===== src/rtl/writeback_stage.sv =====
// MEM/WB pipeline register with load formatting and writeback-data select.
// Register-file write port and the retired-instruction counter come straight from flops.
module writeback_stage #(
  parameter int unsigned DATA_W     = 32,
  parameter int unsigned REG_ADDR_W = 5,
  parameter int unsigned COUNT_W    = 32
) (
  input  logic                  clk,
  input  logic                  reset,
  input  logic                  stall,
  input  logic                  flush,
  input  logic                  mem_valid,
  input  logic                  mem_reg_write,
  input  logic [REG_ADDR_W-1:0] mem_rd,
  input  logic [1:0]            mem_wb_sel,
  input  logic [DATA_W-1:0]     mem_alu_result,
  input  logic [DATA_W-1:0]     mem_load_data,
  input  logic [2:0]            mem_load_type,
  input  logic [1:0]            mem_addr_lo,
  input  logic [DATA_W-1:0]     mem_pc_plus4,
  output logic                  regWrite,
  output logic [REG_ADDR_W-1:0] WriteRegister,
  output logic [DATA_W-1:0]     WriteData,
  output logic                  wb_valid,
  output logic [COUNT_W-1:0]    retired_count
);

  localparam logic [2:0] LdLh  = 3'b001;
  localparam logic [2:0] LdLhu = 3'b010;
  localparam logic [2:0] LdLb  = 3'b011;
  localparam logic [2:0] LdLbu = 3'b100;

  localparam logic [1:0] SelLoad = 2'b01;
  localparam logic [1:0] SelLink = 2'b10;

  logic [7:0]        ld_byte;
  logic [15:0]       ld_half;
  logic [DATA_W-1:0] ld_value;
  logic [DATA_W-1:0] wb_data;

  // Little-endian lanes; halfword select ignores addr_lo[0].
  assign ld_byte = mem_load_data[{mem_addr_lo, 3'b000} +: 8];
  assign ld_half = mem_load_data[{mem_addr_lo[1], 4'b0000} +: 16];

  always_comb begin
    ld_value = mem_load_data;
    case (mem_load_type)
      LdLh:    ld_value = {{(DATA_W-16){ld_half[15]}}, ld_half};
      LdLhu:   ld_value = {{(DATA_W-16){1'b0}}, ld_half};
      LdLb:    ld_value = {{(DATA_W-8){ld_byte[7]}}, ld_byte};
      LdLbu:   ld_value = {{(DATA_W-8){1'b0}}, ld_byte};
      default: ld_value = mem_load_data;
    endcase
  end

  always_comb begin
    wb_data = mem_alu_result;
    case (mem_wb_sel)
      SelLoad: wb_data = ld_value;
      SelLink: wb_data = mem_pc_plus4;
      default: wb_data = mem_alu_result;
    endcase
  end

  always_ff @(posedge clk or posedge reset) begin
    if (reset) begin
      regWrite      <= 1'b0;
      WriteRegister <= '0;
      WriteData     <= '0;
      wb_valid      <= 1'b0;
      retired_count <= '0;
    end else if (flush) begin
      // Bubble: index and data are left as they were.
      wb_valid <= 1'b0;
      regWrite <= 1'b0;
    end else if (!stall) begin
      wb_valid      <= mem_valid;
      regWrite      <= mem_valid & mem_reg_write & (mem_rd != '0);
      WriteRegister <= mem_rd;
      WriteData     <= wb_data;
      if (mem_valid) begin
        retired_count <= retired_count + COUNT_W'(1);
      end
    end
  end

endmodule


===== config.mk =====
export PLATFORM = sky130hd
export DESIGN_NAME = writeback_stage
export DESIGN_NICKNAME = d
export VERILOG_FILES = /design/src/rtl/writeback_stage.sv
export SDC_FILE = /design/constraint.sdc
export NUM_CORES = 1
export LEC_CHECK = 0
export ABC_AREA = 1
export CORE_MARGIN = 8
export CORE_UTILIZATION = 41
export DETAILED_ROUTE_END_ITERATION = 8
export PLACE_DENSITY = 0.81
export REMOVE_ABC_BUFFERS = 1
export SLEW_MARGIN = 25
export SYNTH_ARGS = -nofsm -noshare
export SYNTH_HDL_FRONTEND = slang
export SYNTH_SLANG_ARGS = --single-unit

===== constraint.sdc =====
create_clock -name clk -period 1.9 [get_ports clk]
set_input_delay 0.19 -clock clk [delete_from_list [all_inputs] [get_ports clk]]
set_output_delay 0.19 -clock clk [all_outputs]
set_load 0.1 [all_outputs]

==> impl_metrics.toml <==
[final_layout]
area_growth_pct = 45.2
layout_common_cells = "nand2_1 (306), clkdlybuf4s50_1 (113), inv_1 (94)"
nNetsFinal = 1056
drive_gt1_share_pct = 14.4
fin_util_pct = 60.3
layout_commonest_cell = "nand2_1"
diodes = 0

[critical_path]
critical-path-slowest-cell = "nor3_1"
path_buf_inv = 1
crit_top_cell = "nand2_1"
endpoint_kind = "register"
worstPathMaxFanout = 4
critPathKind = "reg2reg"
crit_path_start_kind = "register"
path_cells = "inv_1 -> nor3_1 -> nand2_1 -> nor2_1 -> nand2_1 -> nand2_1 -> nand2_1 -> nand2_1 -> nand2_1"
r2r_cells = 9
path_depth = 9
critPathMaxStageDelay_ps = 430
critPathTopFamily = "simple AND/OR/NAND/NOR gates"
cp.required_ps = 2130
arrival_ps = 1930

[floorplanning]
io_pins = 185
fp.coreArea_sq_um = 11900
dieArea_sq_um = 15800
die_h_um = 126
start_util_pct = 41.6
fp.dieW_um = 126
std_cell_rows = 40

[logic_synthesis]
syn_inst = 753
synth-seq-cells = 71
synth_warnings = 0
synth.top_cell.area_share_pct = 36.0
yosysTopAreaCell = "dfrtp_1"
syn_area_per_cell_sq_um = 6.55
synth_seq_area_share_pct = 36.0
async_flop_share_pct = 100
netlist_top_cells_area = "dfrtp_1 (36%), nand2_1 (23%), inv_1 (7.2%)"
synthesis.area_sq_um = 4930
synth.distinct_cells = 35
synth_edf_count = 0
ys.flop_type = "dfrtp_1"

[cts]
clockBufferDepth = 2
h-tree-depth = 3
cts_num_sinks = 71
cts-root-buf = "clkbuf_16"
path_clk_slew_ps = 60
cts_hold_buf = 0
clock_latency_ps = 330
cts_tree = "built"
postCtsSetupRepairBufs = 0
cts_buffers = 9
cts_resized = 0

[sta]
finalSetupViolCount = 0
fin_skew_ps = 7.34
clock.fmax_ghz = 0.589
rsz0062_at_grt = "no"
relSlewSlack_pct = 53.8
period_needed_ps = 1700
tightest_slew_ps = 693
final-hold-violation-count = 0
min_period_over_period_pct = 89.3
fin_ws_ps = 203
drv_slew = 0

[global_route]
grt_overflow = 0
track_usage_pct = 20.2
antenna_found_initial = 0
grt_pass1_vias = 4988
grt_pass1_wl_mm = 26.0
grt_start_max_net_pins = 72

[power_and_ir_drop]
p_seq_share_pct = 28.7
p_switching_mw = 2.95
p_comb_share_pct = 43.0
intPower_mw = 3.60
p_sw_share_pct = 45.0
power.leakage_nw = 3.82
powerDensity_nw_per_um2 = 915
clockPowerShare_pct = 28.3
ir_drop_v = 0.000495

[detailed_routing]
num_vias = 5320
postRouteAntennaNets = 0
viasPerCell = 4.88
drtPass1Iterations = 5
drt-total-wl_mm = 16.2
post_drt_wl_per_cell_um = 14.8
drtIter0Drc = 369
drc = 0

[hold_path]
hp-class = "in2async"

[place]
place_ws_ps = -9.80
dp_hpwl_mm = 12.3
io_buffers = 184
gp_congestion = 0.929

[run_status]
status = "finished clean"

[run]
maxCapViolCount = 0
==> registers in the layout, summed over array words and instances, names as in the netlist <==
register / count
regWrite: 1
WriteData: 32
WriteRegister: 5
retired_count: 32
wb_valid: 1
==> synth_stat cells (3+ instances only) <==
| master | instances |
|---|---|
| xnor2_1 | 6 |
| nand2_2 | 4 |
| nand2_1 | 306 |
| nand3_1 | 36 |
| nand3_2 | 6 |
| clkinv_1 | 11 |
| inv_1 | 95 |
| o21ai_1 | 27 |
| ha_1 | 3 |
| xor2_1 | 16 |
| buf_6 | 3 |
| nor2_4 | 3 |
| clkbuf_1 | 21 |
| o21ai_0 | 14 |
| nand4_1 | 9 |
| dfrtp_1 | 71 |
| nor3_1 | 6 |
| nor2_1 | 29 |
| a21oi_1 | 64 |
==> cell type report <==
cell class	count	area (sq um)
timing repair buffer	204	1880
clock inverter	6	92.6
sequential	71	1780
multi-input combinational	544	2580
inverter	109	412
fill	1130	4710
tap	147	184
clock buffer	10	229
==> power by group through the flow <==
stage	sequential [mW]	combinational, mW	clock, mW
2_1_floorplan	3.29	0.577	0
3_3_place_gp	1.90	2.80	0
3_5_place_dp	1.90	2.82	0
4_1_cts	1.88	2.83	1.89
5_1_grt	1.91	2.97	1.95
6_report	1.88	2.81	1.85
==> per-stage QoR <==
step                      setup TNS, ps  instances  hold slack (ps)  total power [mW]  instance area (sq um)
final                                 0       1091              261              6.55                   7160
after global routing                  0       1091              314              6.83                   7160
after CTS                             0       1091              293              6.60                   7160
after detailed placement          -19.1       1075              461              4.72                   6830
after floorplan                  -10950        724              308              3.87                   4770
after global placement           -0.549       1075              457              4.71                   6830
==> cells by family after synthesis <==
group                      share of synthesized area [%]
and+or+nand+nor                                     36.9
buffers and inverters                               11.6
AOI/OAI and AO/OA                                   10.8
DFF                                                 36.0
adders and majority gates                          0.762
xor gates and xnor gates                            3.91
==> metal layers <==
layer  share of wire (%)  wire, um  GRT usage [%]
met5                   0         0              0
met4                 2.1       344           7.45
met3                 5.9       951           3.54
met2                  47      7570           33.0
met1                  45      7300           26.2
==> worst min-delay path, delay by kind of cell <==
family / cells / cell delay [ps]
buffers and inverters: 3 / 800
==> final timing paths <==
path	slack, ps	startpoint	endpoint
setup / recovery	200	retired_count[19]$_DFFE_PP0P_	retired_count[31]$_DFFE_PP0P_
hold / removal	260	reset	WriteData[3]$_DFFE_PP0P_
setup reg to reg	200	retired_count[19]$_DFFE_PP0P_	retired_count[31]$_DFFE_PP0P_
hold reg to reg	470	WriteRegister[2]$_DFFE_PP0P_	WriteRegister[2]$_DFFE_PP0P_
max in group asynchronous	1300	reset	WriteData[27]$_DFFE_PP0P_
min in group clk	440	mem_rd[2]	WriteRegister[2]$_DFFE_PP0P_
Note: power is estimated with default switching activity, not from simulation.
